$ cat src/rtl/bcd2_tick_counter_pkg.sv
// bcd2_tick_counter_pkg: shared run-state encoding, 7-segment patterns and digit-enable codes
package bcd2_tick_counter_pkg;

    typedef enum logic {
        ST_STOP = 1'b0,
        ST_RUN  = 1'b1
    } run_state_e;

    localparam logic [6:0] SEG_0     = 7'b1111110;
    localparam logic [6:0] SEG_1     = 7'b0110000;
    localparam logic [6:0] SEG_2     = 7'b1101101;
    localparam logic [6:0] SEG_3     = 7'b1111001;
    localparam logic [6:0] SEG_4     = 7'b0110011;
    localparam logic [6:0] SEG_5     = 7'b1011011;
    localparam logic [6:0] SEG_6     = 7'b1011111;
    localparam logic [6:0] SEG_7     = 7'b1110000;
    localparam logic [6:0] SEG_8     = 7'b1111111;
    localparam logic [6:0] SEG_9     = 7'b1111011;
    localparam logic [6:0] SEG_BLANK = 7'b0000000;

    localparam logic [1:0] COM_ONES = 2'b10;
    localparam logic [1:0] COM_TENS = 2'b01;

endpackage

$ cat src/rtl/bcd2_tick_counter_if.sv
// bcd2_tick_counter_if: tick/control inputs and count/display outputs of the tick counter
interface bcd2_tick_counter_if;

    logic       clk_6hz;
    logic       start_stop;
    logic       clr;
    logic [7:0] bcd;
    logic       carry;
    logic [6:0] seg;
    logic [1:0] com;

    modport master (
        output clk_6hz, start_stop, clr,
        input  bcd, carry, seg, com
    );

    modport slave (
        input  clk_6hz, start_stop, clr,
        output bcd, carry, seg, com
    );

endinterface

$ cat src/rtl/bcd2_tick_counter_seg7_decode.sv
// seg7_decode: combinational BCD digit to active-high a..g segment pattern; codes 10-15 blank
module seg7_decode
    import bcd2_tick_counter_pkg::*;
(
    input  logic [3:0] digit,
    output logic [6:0] seg
);

    // lookup of the standard digit patterns
    always_comb begin
        seg = SEG_BLANK;
        case (digit)
            4'd0: seg = SEG_0;
            4'd1: seg = SEG_1;
            4'd2: seg = SEG_2;
            4'd3: seg = SEG_3;
            4'd4: seg = SEG_4;
            4'd5: seg = SEG_5;
            4'd6: seg = SEG_6;
            4'd7: seg = SEG_7;
            4'd8: seg = SEG_8;
            4'd9: seg = SEG_9;
            default: seg = SEG_BLANK;
        endcase
    end

endmodule

$ cat src/rtl/bcd2_tick_counter.sv
// bcd2_tick_counter: two-digit BCD tick counter with multiplexed 7-segment display; define LZB_EN for leading-zero blanking
module bcd2_tick_counter
    import bcd2_tick_counter_pkg::*;
#(
    parameter int MOD      = 60,
    parameter int SCAN_DIV = 4
) (
    input logic                clk3,
    input logic                rst,
    bcd2_tick_counter_if.slave bus
);

    localparam logic [7:0]    BCD_MAX   = {4'((MOD - 1) / 10), 4'((MOD - 1) % 10)};
    localparam int            SW        = SCAN_DIV > 1 ? $clog2(SCAN_DIV) : 1;
    localparam logic [SW-1:0] SCAN_LAST = SW'(SCAN_DIV - 1);

    logic          tick_d;
    logic          inc;
    run_state_e    state;
    run_state_e    state_nxt;
    logic [7:0]    cnt;
    logic          carry_q;
    logic [SW-1:0] scan_cnt;
    logic          sel;
    logic [3:0]    digit;
    logic [6:0]    dec_seg;
    logic          blank;
    logic [6:0]    seg_q;
    logic [1:0]    com_q;

    assign inc   = bus.clk_6hz & ~tick_d;
    assign digit = sel ? cnt[7:4] : cnt[3:0];

`ifdef LZB_EN
    assign blank = sel && cnt[7:4] == 4'd0;
`else
    assign blank = 1'b0;
`endif

    seg7_decode u_dec (
        .digit(digit),
        .seg  (dec_seg)
    );

    // previous tick level for rising-edge detection
    always_ff @(posedge clk3 or posedge rst) begin
        if (rst) tick_d <= 1'b0;
        else     tick_d <= bus.clk_6hz;
    end

    // run state register
    always_ff @(posedge clk3 or posedge rst) begin
        if (rst) state <= ST_STOP;
        else     state <= state_nxt;
    end

    // start_stop toggles between STOP and RUN
    always_comb begin
        state_nxt = state;
        if (bus.start_stop) state_nxt = state == ST_RUN ? ST_STOP : ST_RUN;
    end

    // BCD count with clear priority and wrap carry; the pre-toggle state gates counting
    always_ff @(posedge clk3 or posedge rst) begin
        if (rst) begin
            cnt     <= 8'h00;
            carry_q <= 1'b0;
        end else if (bus.clr) begin
            cnt     <= 8'h00;
            carry_q <= 1'b0;
        end else if (inc && state == ST_RUN) begin
            cnt     <= cnt == BCD_MAX ? 8'h00 :
                       cnt[3:0] == 4'd9 ? {cnt[7:4] + 4'd1, 4'd0} : cnt + 8'd1;
            carry_q <= cnt == BCD_MAX;
        end else begin
            carry_q <= 1'b0;
        end
    end

    // digit scan: each digit stays selected for SCAN_DIV cycles
    always_ff @(posedge clk3 or posedge rst) begin
        if (rst) begin
            scan_cnt <= '0;
            sel      <= 1'b0;
        end else begin
            scan_cnt <= scan_cnt == SCAN_LAST ? '0 : scan_cnt + 1'b1;
            sel      <= scan_cnt == SCAN_LAST ? ~sel : sel;
        end
    end

    // registered display drive for the currently selected digit
    always_ff @(posedge clk3 or posedge rst) begin
        if (rst) begin
            seg_q <= SEG_0;
            com_q <= COM_ONES;
        end else begin
            seg_q <= blank ? SEG_BLANK : dec_seg;
            com_q <= sel ? COM_TENS : COM_ONES;
        end
    end

    assign bus.bcd   = cnt;
    assign bus.carry = carry_q;
    assign bus.seg   = seg_q;
    assign bus.com   = com_q;

endmodule

$ cat src/flat_wrapper.sv
// flat-port wrapper written by rule: the top's interface ports become plain ports
module bcd2_tick_counter_flat import bcd2_tick_counter_pkg::*;
#(
    parameter int MOD      = 60,
    parameter int SCAN_DIV = 4
)
  (clk3, rst, bus_clk_6hz, bus_start_stop, bus_clr, bus_bcd, bus_carry, bus_seg, bus_com);
  bcd2_tick_counter_if bus_i ();
  input logic clk3;
  input logic rst;
  input wire logic [$bits(bus_i.clk_6hz)-1:0] bus_clk_6hz;
  input wire logic [$bits(bus_i.start_stop)-1:0] bus_start_stop;
  input wire logic [$bits(bus_i.clr)-1:0] bus_clr;
  output wire logic [$bits(bus_i.bcd)-1:0] bus_bcd;
  output wire logic [$bits(bus_i.carry)-1:0] bus_carry;
  output wire logic [$bits(bus_i.seg)-1:0] bus_seg;
  output wire logic [$bits(bus_i.com)-1:0] bus_com;
  assign bus_i.clk_6hz = bus_clk_6hz;
  assign bus_i.start_stop = bus_start_stop;
  assign bus_i.clr = bus_clr;
  assign bus_bcd = bus_i.bcd;
  assign bus_carry = bus_i.carry;
  assign bus_seg = bus_i.seg;
  assign bus_com = bus_i.com;
  bcd2_tick_counter #(.MOD(MOD), .SCAN_DIV(SCAN_DIV)) u_core (.clk3(clk3), .rst(rst), .bus(bus_i));
endmodule
$ cat config.mk
export PLATFORM = sky130hd
export DESIGN_NAME = bcd2_tick_counter_flat
export DESIGN_NICKNAME = d
export VERILOG_FILES = /design/src/rtl/bcd2_tick_counter_pkg.sv /design/src/rtl/bcd2_tick_counter_if.sv /design/src/rtl/bcd2_tick_counter_seg7_decode.sv /design/src/rtl/bcd2_tick_counter.sv /design/src/flat_wrapper.sv
export SDC_FILE = /design/constraint.sdc
export NUM_CORES = 1
export LEC_CHECK = 0
export ABC_CLOCK_PERIOD_IN_PS = 1300
export CAP_MARGIN = 20
export CORE_UTILIZATION = 46
export CTS_CLUSTER_SIZE = 16
export DETAILED_ROUTE_END_ITERATION = 16
export GPL_TIMING_DRIVEN = 0
export PLACE_DENSITY = 0.85
export SETUP_SLACK_MARGIN = 0.5
export SYNTH_ARGS = -nofsm -noshare
export SYNTH_HDL_FRONTEND = slang
export SYNTH_SLANG_ARGS = --single-unit
$ cat constraint.sdc
create_clock -name clk3 -period 1.3 [get_ports clk3]
set_input_delay 0.13 -clock clk3 [delete_from_list [all_inputs] [get_ports clk3]]
set_output_delay 0.13 -clock clk3 [all_outputs]
set_load 0.1 [all_outputs]
Yosys cells after proc, flatten, opt, wreduce, memory -nomap -nowiden. Memory sizes are Yosys's and may differ from the RTL's. A register that Yosys moved wholly into a read port is not among the register bits. Cells that the tools add are included.

Add/sub/neg operators: 3. Eq/ne operators: 3. Multiplexer cells: 10. Bitwise logic cells: 3. Reduce and logical (&&, ||, !) cells: 2.

Operators with widths (count): $mux W8 (4); $add A8 B1 Y8 const B (1); $eq A8 B7 Y1 const B (1); $add A4 B1 Y4 const B (1); $eq A4 B4 Y1 const B (1); $mux W2 (2); $mux W4 (1); $mux W1 (3); $add A2 B1 Y2 const B (1); $eq A2 B2 Y1 const B (1); $not A1 Y1 (2); $reduce_bool A2 Y1 (1); $and A1 B1 Y1 (1); $logic_and A1 B1 Y1 (1).

Bits in registers: 16. Bits in read-only memories: 112. Output and inout port bits: 18. Logic and storage cells: 29. Memories kept: 1.

Memory list: (name not given) (depth 16, bits a word 7, rd ports 1, clocked after memory_dff 1, write ports 0, RTL line bcd2_tick_counter_seg7_decode.sv:12) `case (digit)`.

Logic depth before layout (Yosys ltp). Gate-level depths: netlist of run 1.

Depth after elaboration: 5. Gate-level depth with buffers: 7. Gate-level depth less buffers: 6.

By module. Synthesis of run 1 repeated with hierarchy kept, for this count alone.

Cell total of the unflattened synthesis: 116. Area, all modules: 1241.2 um^2.

By module, submodules not included: bcd2_tick_counter (times used 1, cells an instance 88, area an instance 1022.2 um^2, seq. area each 584.3 um^2); seg7_decode (times used 1, cells an instance 28, area an instance 219.0 um^2, seq. area each 0.0 um^2).

Least setup slack after synthesis of run 1. OpenSTA, ideal clock, no wires.

Kind: register to register. From: reg u_core.cnt[0] (netlist: u_core.bus.bcd[0]). To: reg u_core.cnt[6] (netlist: u_core.bus.bcd[6]). Arrival time: 2.049 ns. Path slack: -0.869 ns. Cell stages (with the launch flop): 6. Clock period less this slack: 2.169 ns. Cell sequence: dfrtp_1 -> ha_1 -> and3b_1 -> a41oi_2 -> o2bb2ai_1 -> a21o_1.

Word-level cells in the longest chain between the ends: 5.

Ends and longest elaborated chain: from (decl) (RTL line bcd2_tick_counter.sv:21) `logic [7:0] cnt;`; from (signal assigned) (RTL line bcd2_tick_counter.sv:72) `cnt <= cnt == BCD_MAX ? 8'h00 :`; $add A8 B1 Y8 or $eq A4 B4 Y1 (tied branches) (RTL line bcd2_tick_counter.sv:73) `cnt[3:0] == 4'd9 ? {cnt[7:4] + 4'd1, 4'd0} : cnt + 8'd1;`; $mux W8 (RTL line bcd2_tick_counter.sv:73); $mux W8 * (RTL line bcd2_tick_counter.sv:72); $mux W8 * (RTL line bcd2_tick_counter.sv:71) `end else if (inc && state == ST_RUN) begin`; $mux W8 * (RTL line bcd2_tick_counter.sv:68) `end else if (bus.clr) begin`.

Mark *: on every way between the ends. The rest lies on a longest branch, timed or not. The select of a mux whose other input is x is not followed. A chain may end at the register's enable or synchronous reset.

Worst setup path in the final report of run 1.
From: reg u_core.cnt[1] (netlist: u_core.bus.bcd[1]). To: reg u_core.cnt[4] (netlist: u_core.bus.bcd[4]).

Same word-level chain as after synthesis.

==> flow_metrics.env, run 1 <==
export IMPL_wl_per_cell_um=19.85
export IMPL_drt_drc_violations_left=0
export IMPL_die_h_um=54.08
export IMPL_netlist_area_um2=1247
export IMPL_hold_class="input pin to asynchronous set/reset pin"
export IMPL_syn_nets=128
export IMPL_fp_row_count=18
export IMPL_skew_ns=0.004180
export IMPL_cp_start_kind="flop"
export IMPL_p_sw_share_pct=38.14
export IMPL_status="complete, but fails checks"
export IMPL_yosysTopAreaCell="dfrtp_1"
export IMPL_grt_overflow=0
export IMPL_finalMaxSlewViolations=0
export IMPL_numPortBuffers=22
export IMPL_synth_distinct_cells=39
export IMPL_via_count=1151
export IMPL_clock_latency_ns=0.32
export IMPL_powerDensity_nw_per_um2=879.4
export IMPL_ir_drop_mv=0.8869
export IMPL_hold_viol_final=0
export IMPL_drt_total_wl_um=3851
export IMPL_hold_slack_ns=0.1733
export IMPL_fin_crit_sh_pct=121.9
export IMPL_vias_per_cell=5.933
export IMPL_yosys_area_top_type_share_pct=32.10
export IMPL_criticalPathCategory="flop to flop"
export IMPL_drive_gt1_share_pct=68.29
export IMPL_cts_buffer_depth=2
export IMPL_cts_root_buf="clkbuf_4"
export IMPL_maxSlewHeadroom_pct=66.15
export IMPL_yosys_area_share_simple_pct=15.35
export IMPL_startpoint="u_core.bus.bcd[1]"
export IMPL_coreArea_um2=2522
export IMPL_cts_made_buffers=3
export IMPL_synth_ff_type="dfrtp_1"
export IMPL_dp_hpwl_um=1817
export IMPL_finalCriticalPeriod_ns=1.585
export IMPL_async_flop_share_pct=100.0
export IMPL_io_pins=23
export IMPL_synthAdderAreaFrac_pct=11.03
export IMPL_grt_pass1_wl_um=5057
export IMPL_insertedDiodeCount=0
export IMPL_antenna_found_initial=0
export IMPL_setup_slack_ns=-0.2851
export IMPL_maxCapViolCount=0
export IMPL_clock_power_share_pct=17.3
export IMPL_violations="setup timing"
export IMPL_die_area_um2=2924
export IMPL_pre_cts_slack_ns=-0.5341
export IMPL_cp_required_ns=1.54
export IMPL_ys_seq_area_share_pct=46.84
export IMPL_worst_path_max_delay_cell="dfrtp_4"
export IMPL_area_growth_pct=81.24
export IMPL_final_nets=181
export IMPL_grt_max_degree=24
export IMPL_pwr_share_comb_pct=38.7
export IMPL_start_util_pct=49.45
export IMPL_place_congestion=0.8392
export IMPL_clk_pin_slew_ns=0.13
export IMPL_crit_family="flip-flops"
export IMPL_fillers=102
export IMPL_synth_cells=112
export IMPL_tns_ns=-2.677
export IMPL_clock_sinks=23
export IMPL_htree_levels=1
export IMPL_synth_edf_count=0
export IMPL_cp_data_arrival_time_ns=1.82
export IMPL_path_max_fanout=3
export IMPL_syn_area_per_cell_um2=11.14
export IMPL_cp_buffers_inverters=1
export IMPL_drt_initial_drc_count=33
export IMPL_synth_seq_cells=23
export IMPL_rsz0062_at_grt="true"
export IMPL_synth_xor_area_share_pct=2.106
export IMPL_synthMuxAreaShare_pct=5.918
export IMPL_critPathMaxStageDelay_ns=0.46
export IMPL_grt_pass1_vias=1053
export IMPL_p_int_mw=1.230
export IMPL_p_seq_share_pct=44.0
export IMPL_track_usage_pct=24.75
export IMPL_cts_tree="yes"
export IMPL_synth_compound_area_share_pct=14.14
export IMPL_setup_viol=17
export IMPL_synthMostInstantiatedCell="dfrtp_1"
export IMPL_totalPowerFinal_mw=1.988
export IMPL_max_freq_ghz=0.6309
export IMPL_first_pass_iters=4
export IMPL_r2r_start="u_core.bus.bcd[1]"
export IMPL_leakagePower_nw=0.8899
export IMPL_synth_top_family_by_area="simple AND/OR/NAND/NOR gates"
export IMPL_p_sw_uw=758.4
export IMPL_ys_warn_count=0
export IMPL_tightest_slew_ns=0.5067
export IMPL_critPathCaptureType="flop"
export IMPL_die_x_um=54.08
export IMPL_synth_commonest_cells="16 x dfrtp_1, 11 x ha_1, 9 x nand2_1, 7 x dfstp_2, 7 x nor2_1"
export IMPL_cp_cell_sequence="buf_6 -> ha_2 -> mux2i_2 -> nor3b_1 -> nand2_1 -> o22ai_1"
export IMPL_yosys_top_cells_area="dfrtp_1 32%, dfstp_2 15%, ha_1 11%"
export IMPL_ant_nets=0
-- per-layer routing --
| metal | GRT usage [%] | share of wire [%] |
|---|---|---|
| met1 | 29.81 | 38 |
| met3 | 4.520 | 4.5 |
| met5 | 0 | 0 |
| met4 | 9.402 | 4.8 |
| met2 | 43.42 | 53 |
-- cells in the final DEF (no fill, tap or decap), types with 2 or more instances in the layout --
master / netlist / final
buf_12: 0 / 18
buf_4: 2 / 15
buf_6: 1 / 14
nand2_1: 9 / 8
ha_4: 0 / 8
dfrtp_4: 0 / 7
dfstp_4: 0 / 7
nor2_1: 7 / 6
nand3_1: 5 / 5
dfrtp_1: 16 / 5
clkdlybuf4s50_1: 0 / 4
dfrtp_2: 0 / 4
a21oi_1: 4 / 3
inv_2: 1 / 3
mux2i_2: 0 / 3
clkbuf_4: 0 / 3
mux2i_4: 1 / 2
inv_4: 0 / 2
o22ai_2: 0 / 2
nand2b_4: 0 / 2
o21ai_1: 3 / 2
a31oi_1: 2 / 2
nand3b_1: 2 / 2
xor2_1: 2 / 2
a311oi_1: 2 / 2
ha_2: 0 / 2
-- flip-flops by register name (all words and copies together), names as in the netlist --
register,cells
u_core.bus.bcd,8
u_core.sel,1
u_core.bus.carry,1
u_core.bus.com,2
u_core.bus.seg,7
u_core.tick_d,1
u_core.state,1
u_core.scan_cnt,2
-- final cells by class --
class	count	area, µm²	area share [%]
buffer	4	38.79	1.716
clock buffer	4	26.28	1.162
inverter	7	35.03	1.550
multi-input combinational	78	844.6	37.35
sequential	23	641.9	28.39
tap	30	37.54	1.660
timing repair buffer	48	636.9	28.17
-- metrics by stage --
stage          util (%)  cell area (µm²)  cells
6_report          89.63             2261    194
4_1_cts           80.41             2028    182
3_3_place_gp      64.38             1624    164
5_1_grt           89.63             2261    194
2_1_floorplan         -             1366    112
3_5_place_dp      64.38             1624    164
-- cells by family (layout without fill, tap and decap cells) --
kind of cell             count (synthesis)  count (layout)
AND/OR/NAND/NOR                         36              36
multiplexers                             6               6
buffers and inverters                   11              63
AO/OA/AOI/OAI                           22              22
XOR/XNOR                                 3               3
flip-flops                              23              23
adder cells (fa/ha/maj)                 11              11
-- power groups by stage --
| stage | logic, mW | clock network, mW | registers (mW) |
|---|---|---|---|
| 2_1_floorplan | 0.164 | 0 | 1.11 |
| 3_3_place_gp | 0.514 | 0 | 0.864 |
| 3_5_place_dp | 0.527 | 0 | 0.869 |
| 4_1_cts | 0.670 | 0.335 | 0.875 |
| 5_1_grt | 0.806 | 0.368 | 0.880 |
| 6_report | 0.770 | 0.343 | 0.875 |
-- timing repair --
item	CTS	global route
buffers inserted	14	12
endpoints found under the setup margin	51	38
hold buffers	0	0
gates resized for setup	180	30
pin swaps	8	10
-- path summary, 6_finish.rpt --
| check | end | slack [ns] | depth (start not counted) |
|---|---|---|---|
| max in group asynchronous | u_core.bus.bcd[6] | 0.79 | 2 |
| min in group clk3 | u_core.tick_d | 0.37 | 1 |
| min reg2reg | u_core.bus.com[0] | 0.42 | 0 |
| max reg2reg | u_core.bus.bcd[4] | -0.29 | 6 |
| min | u_core.state | 0.17 | 2 |
| max | u_core.bus.bcd[4] | -0.29 | 6 |
No activity file was read; power rests on OpenSTA's default activity.
==> inputs of run 2 (changes only) <==
--- a/config.mk
+++ b/config.mk
@@ -15,4 +15,5 @@
 export SETUP_SLACK_MARGIN = 0.5
 export SYNTH_ARGS = -nofsm -noshare
 export SYNTH_HDL_FRONTEND = slang
+export SYNTH_HIERARCHICAL = 1
 export SYNTH_SLANG_ARGS = --single-unit
==> flow_metrics.env, run 2 <==
export IMPL_synth_seq_cells=23
export IMPL_leakagePower_nw=0.8546
export IMPL_async_flop_share_pct=100.0
export IMPL_clock_sinks=23
export IMPL_maxSlewHeadroom_pct=66.74
export IMPL_holdBufCountCts=0
export IMPL_postPlaceCellArea_um2=1619
export IMPL_cts_made_buffers=3
export IMPL_yosysTopAreaCell="dfrtp_1"
export IMPL_path_max_fanout=3
export IMPL_maxCapViolCount=0
export IMPL_tightest_slew_ns=0.4979
export IMPL_first_pass_iters=4
export IMPL_io_pins=23
export IMPL_synth_cells=116
export IMPL_design_area_um2=2082
export IMPL_max_freq_ghz=0.5660
export IMPL_finalCriticalPeriod_ns=1.767
export IMPL_largest_register_ff_count=8
export IMPL_yosys_area_top_type_share_pct=32.26
export IMPL_violations="setup timing"
export IMPL_grt_pass1_vias=1054
export IMPL_critPathCaptureType="flop"
export IMPL_mostFrequentLayoutCells="17 x buf_12, 12 x buf_4, 9 x buf_6, 8 x nor2_1, 8 x dfrtp_4"
export IMPL_rsz0062_at_grt="true"
export IMPL_ir_drop_mv=0.8412
export IMPL_cp_start_kind="flop"
export IMPL_start_util_pct=49.21
export IMPL_fp_row_count=18
export IMPL_insertedDiodeCount=0
export IMPL_timing_rr_end="u_core/bus.bcd[5]"
export IMPL_r2r_start="u_core/bus.bcd[1]"
export IMPL_synth_edf_count=0
export IMPL_grt_max_degree=24
export IMPL_clk_pin_slew_ns=0.13
export IMPL_area_growth_pct=67.74
export IMPL_synth_commonest_cells="16 x dfrtp_1, 11 x ha_1, 9 x nor2_1, 8 x inv_1"
export IMPL_drive_gt1_share_pct=58.39
export IMPL_regArea_um2=644.4
export IMPL_antenna_found_initial=0
export IMPL_syn_nets=132
export IMPL_setup_slack_ns=-0.4667
export IMPL_vias_per_cell=5.571
export IMPL_synth_ff_type="dfrtp_1"
export IMPL_critPathMaxStageDelay_ns=0.52
export IMPL_via_count=1064
export IMPL_dp_hpwl_um=1928
export IMPL_hold_class="input pin to asynchronous set/reset pin"
export IMPL_hold_viol_final=0
export IMPL_htree_levels=1
export IMPL_die_area_um2=2910
export IMPL_drt_drc_violations_left=0
export IMPL_coreArea_um2=2522
export IMPL_netlist_area_um2=1241
export IMPL_cp_required_ns=1.56
export IMPL_place_congestion=0.8264
export IMPL_ys_warn_count=6
export IMPL_cts_tree="yes"
export IMPL_startpoint="u_core/bus.bcd[1]"
export IMPL_die_x_um=53.95
export IMPL_drt_initial_drc_count=23
export IMPL_status="complete, but fails checks"
export IMPL_wl_per_cell_um=17.48
export IMPL_track_usage_pct=22.69
export IMPL_skew_ns=0.009586
export IMPL_final_nets=178
export IMPL_cts_buffer_depth=2
export IMPL_cp_data_arrival_time_ns=2.02
export IMPL_criticalPathCategory="flop to flop"
export IMPL_yosys_top_cells_area="dfrtp_1 32%, dfstp_2 15%, ha_1 11%"
export IMPL_pre_cts_slack_ns=-0.5443
export IMPL_worst_path_max_delay_cell="dfrtp_4"
export IMPL_clock_latency_ns=0.31
export IMPL_setup_viol=18
export IMPL_cts_root_buf="clkbuf_4"
export IMPL_ys_seq_area_share_pct=47.08
export IMPL_reg2reg_depth=7
export IMPL_numPortBuffers=22
export IMPL_hold_slack_ns=0.1720
export IMPL_finalMaxSlewViolations=0
export IMPL_fin_crit_sh_pct=135.9
export IMPL_cp_cell_sequence="inv_4 -> ha_4 -> buf_6 -> nand3b_1 -> o32a_1 -> or4_1 -> nand3_1"
export IMPL_fillers=142
export IMPL_die_h_um=53.95
export IMPL_mostFrequentLayoutCell="buf_12"
export IMPL_grt_overflow=0
export IMPL_synthMostInstantiatedCell="dfrtp_1"
export IMPL_ant_nets=0
export IMPL_drt_total_wl_um=3339
export IMPL_powerDensity_nw_per_um2=944.4
export IMPL_syn_area_per_cell_um2=10.70
export IMPL_cp_endpoint="u_core/bus.bcd[5]"
export IMPL_r2r_slack_ns=-0.47
export IMPL_grt_pass1_wl_um=4602
export IMPL_synth_distinct_cells=37
export IMPL_multi_input_area_um2=703.2
## run 2: logic make-up after synthesis
logic type	Yosys count	synth area share, %
AO/OA/AOI/OAI	22	11.89
XOR/XNOR	3	2.117
adder cells (fa/ha/maj)	11	11.09
buffers and inverters	15	5.846
flip-flops	23	47.08
multiplexers	6	5.242
AND/OR/NAND/NOR	36	16.74
## run 2: worst max-delay path: cells and delay by family (launching register included)
| kind | cells | cell delay, ns |
|---|---|---|
| DFF | 1 | 0.52 |
| buffers and inverters | 2 | 0.18 |
| AOI/OAI and AO/OA | 1 | 0.18 |
| adders and majority gates | 1 | 0.15 |
| and+or+nand+nor | 3 | 0.68 |
## run 2: metrics by stage
step | util (%) | TNS, ns | std cells | power [mW]
after floorplan | - | -3.422 | 116 | 1.319
after global placement | 64.19 | -9.944 | 168 | 1.434
after detailed placement | 64.19 | -11.17 | 168 | 1.457
after CTS | 77.53 | -2.939 | 185 | 1.932
after global routing | 82.54 | -4.449 | 191 | 2.042
final | 82.54 | -3.494 | 191 | 1.966
## run 2: power by group
group	total, mW	switching (mW)	internal (mW)
clock	0.335	0.218	0.117
combinational	0.758	0.474	0.284
sequential	0.873	0.0638	0.810
total	1.97	0.756	1.21
## run 2: worst min-delay path by stage
stage	cells past startpoint	startpoint	to
global route	2	rst	u_core/bus.com[0]
detailed placement	0	u_core/sel	u_core/bus.com[0]
finish	2	rst	u_core/bus.com[0]
floorplan	1	rst	u_core/bus.bcd[0]
global placement	0	u_core/sel	u_core/bus.com[0]
CTS	2	rst	u_core/tick_d
## run 2: final cells by class
class                           instances  area share (%)
Clock inverter                          1          0.3606
Buffer                                  6           3.185
Clock buffer                            3           1.082
Inverter                                9           2.043
Multi-Input combinational cell         78           33.77
Timing Repair Buffer                   41           26.80
Sequential cell                        23           30.95
Tap cell                               30           1.803
## run 2: routing by layer
| metal | vias up | GRT usage (%) | routed length, µm |
|---|---|---|---|
| met5 | - | 0 | 0 |
| met4 | 0 | 11.40 | 85 |
| met3 | 8 | 2.825 | 110 |
| met2 | 41 | 41.56 | 1806 |
| met1 | 525 | 25.40 | 1336 |
| li1 | 490 | - | - |
## run 2: repair_timing
action,4_1_cts,5_1_grt
setup endpoints to repair,51,36
buffers inserted,12,6
gates resized for setup,171,19
pin swaps,6,6
cloned,1,0
==> inputs of run 3 (changes only) <==
--- a/config.mk
+++ b/config.mk
@@ -5,13 +5,13 @@
 export SDC_FILE = /design/constraint.sdc
 export NUM_CORES = 1
 export LEC_CHECK = 0
-export ABC_CLOCK_PERIOD_IN_PS = 1300
+export ABC_CLOCK_PERIOD_IN_PS = 2020
 export CAP_MARGIN = 20
-export CORE_UTILIZATION = 46
+export CORE_UTILIZATION = 51
 export CTS_CLUSTER_SIZE = 16
 export DETAILED_ROUTE_END_ITERATION = 16
 export GPL_TIMING_DRIVEN = 0
-export PLACE_DENSITY = 0.85
+export PLACE_DENSITY = 0.76
 export SETUP_SLACK_MARGIN = 0.5
 export SYNTH_ARGS = -nofsm -noshare
 export SYNTH_HDL_FRONTEND = slang
==> constraint.sdc (replaced) <==
create_clock -name clk3 -period 2.02 [get_ports clk3]
set_input_delay 0.202 -clock clk3 [delete_from_list [all_inputs] [get_ports clk3]]
set_output_delay 0.202 -clock clk3 [all_outputs]
set_load 0.1 [all_outputs]
==> flow_metrics.env, run 3 (same netlist as run 2, synthesis figures left out) <==
export IMPL_status="finished clean"
export IMPL_io_pins=23
export IMPL_mostFrequentLayoutCells="12 x buf_2, 9 x buf_4, 8 x nor2_1, 8 x ha_1, 8 x dfrtp_1"
export IMPL_drt_total_wl_um=2721
export IMPL_fp_row_count=17
export IMPL_first_pass_iters=4
export IMPL_cp_required_ns=2.27
export IMPL_area_growth_pct=36.39
export IMPL_clock_sinks=23
export IMPL_cts_tree="yes"
export IMPL_grt_pass1_vias=990
export IMPL_rsz0062_at_grt="true"
export IMPL_drive_gt1_share_pct=48.37
export IMPL_maxCapViolCount=0
export IMPL_grt_max_degree=24
export IMPL_dp_hpwl_um=1793
export IMPL_powerDensity_nw_per_um2=683.0
export IMPL_largest_register_ff_count=8
export IMPL_maxSlewHeadroom_pct=42.11
export IMPL_critPathCaptureType="flop"
export IMPL_wl_per_cell_um=15.03
export IMPL_tightest_slew_ns=0.8674
export IMPL_die_x_um=51.33
export IMPL_die_area_um2=2635
export IMPL_mostFrequentLayoutCell="buf_2"
export IMPL_cts_made_buffers=3
export IMPL_ant_nets=0
export IMPL_grt_overflow=0
export IMPL_cts_root_buf="clkbuf_4"
export IMPL_via_count=991
export IMPL_path_max_fanout=4
export IMPL_r2r_start="u_core/bus.bcd[1]"
export IMPL_final_nets=170
export IMPL_grt_pass1_wl_um=4429
export IMPL_tns_ns=0
export IMPL_finalCriticalPeriod_ns=1.621
export IMPL_regArea_um2=606.8
export IMPL_die_h_um=51.33
export IMPL_leakagePower_nw=0.7370
export IMPL_hold_viol_final=0
export IMPL_drt_initial_drc_count=10
export IMPL_clk_pin_slew_ns=0.12
export IMPL_start_util_pct=55.05
export IMPL_clock_latency_ns=0.31
export IMPL_drt_drc_violations_left=0
export IMPL_hold_slack_ns=0.3592
export IMPL_multi_input_area_um2=686.9
export IMPL_ir_drop_mv=0.4917
export IMPL_max_freq_ghz=0.6170
export IMPL_startpoint="u_core/bus.bcd[1]"
export IMPL_fin_crit_sh_pct=80.23
export IMPL_cts_buffer_depth=2
export IMPL_fillers=163
export IMPL_cp_data_arrival_time_ns=1.87
export IMPL_place_congestion=0.8010
export IMPL_setup_viol=0
export IMPL_setup_slack_ns=0.3994
export IMPL_criticalPathCategory="flop to flop"
export IMPL_totalPowerFinal_mw=1.156
export IMPL_r2r_slack_ns=0.40
export IMPL_htree_levels=1
export IMPL_reg2reg_depth=6
export IMPL_timing_rr_end="u_core/bus.bcd[5]"
export IMPL_numPortBuffers=22
export IMPL_track_usage_pct=22.81
export IMPL_coreArea_um2=2255
export IMPL_holdBufCountCts=0
export IMPL_pre_cts_slack_ns=0.1838
export IMPL_finalMaxSlewViolations=0
export IMPL_vias_per_cell=5.475
export IMPL_skew_ns=0.002161
export IMPL_insertedDiodeCount=0
export IMPL_antenna_found_initial=0
export IMPL_hold_class="input pin to asynchronous set/reset pin"
export IMPL_cp_start_kind="flop"
[run 3: cell types whose count changed in the layout (fill, tap and decap cells not counted), sizes merged]
cell           change
clkinvlp           -2
inv                +1
buf               -15
clkinv             +1
clkdlybuf4s15      +3
clkdlybuf4s18      +1
clkbuf             +3
[run 3: worst max path at each step]
stage / to / slack (ns) / cells after the start
after floorplan: u_core/bus.bcd[5] / 0.21 / 6
after global placement: bus_seg[6] / 0.20 / 1
after detailed placement: bus_seg[6] / 0.18 / 1
after CTS: u_core/bus.bcd[5] / 0.40 / 6
after global routing: u_core/bus.bcd[4] / 0.36 / 5
final: u_core/bus.bcd[5] / 0.40 / 6
[run 3: power breakdown]
part	internal [mW]	switching [mW]
Combinational	0.114	0.294
Clock	0.0739	0.134
Sequential	0.510	0.0302
Total	0.698	0.458
[run 3: timing repair]
item,4_1_cts,5_1_grt
buffers inserted,7,4
resized for setup,84,20
pin swaps,8,6
setup endpoints to repair,24,12
[run 3: per-layer routing]
| layer | track usage, % | part of all wire [%] | up-vias |
|---|---|---|---|
| li1 | - | - | 476 |
| met1 | 26.55 | 42 | 488 |
| met2 | 41.01 | 53 | 23 |
| met3 | 2.679 | 3.8 | 4 |
| met4 | 11.26 | 1.1 | 0 |
| met5 | 0 | 0 | - |
[run 3: area by class of cell]
class,instances,area share (%)
plain buffers,6,2.882
well taps,28,2.069
flip-flops and latches,23,35.85
repair buffers,33,14.71
multi-input cells,78,40.58
clock buffers,3,1.330
inverters,9,2.291
clock inverters,1,0.2956
[run 3: stage by stage]
| step | area [µm²] | instances | utilization (%) |
|---|---|---|---|
| after floorplan | 1301 | 116 | - |
| after global placement | 1556 | 166 | 69.03 |
| after detailed placement | 1556 | 166 | 69.03 |
| after CTS | 1609 | 177 | 71.37 |
| after global routing | 1693 | 181 | 75.08 |
| final | 1693 | 181 | 75.08 |
[run 3: critical path, stage by stage, from the launching register on]
cell and delay, ns:
dfrtp_4 0.52, inv_4 0.08, ha_4 0.15, nand3b_1 0.11, o32a_1 0.16, or4_1 0.46, nand3_1 0.08
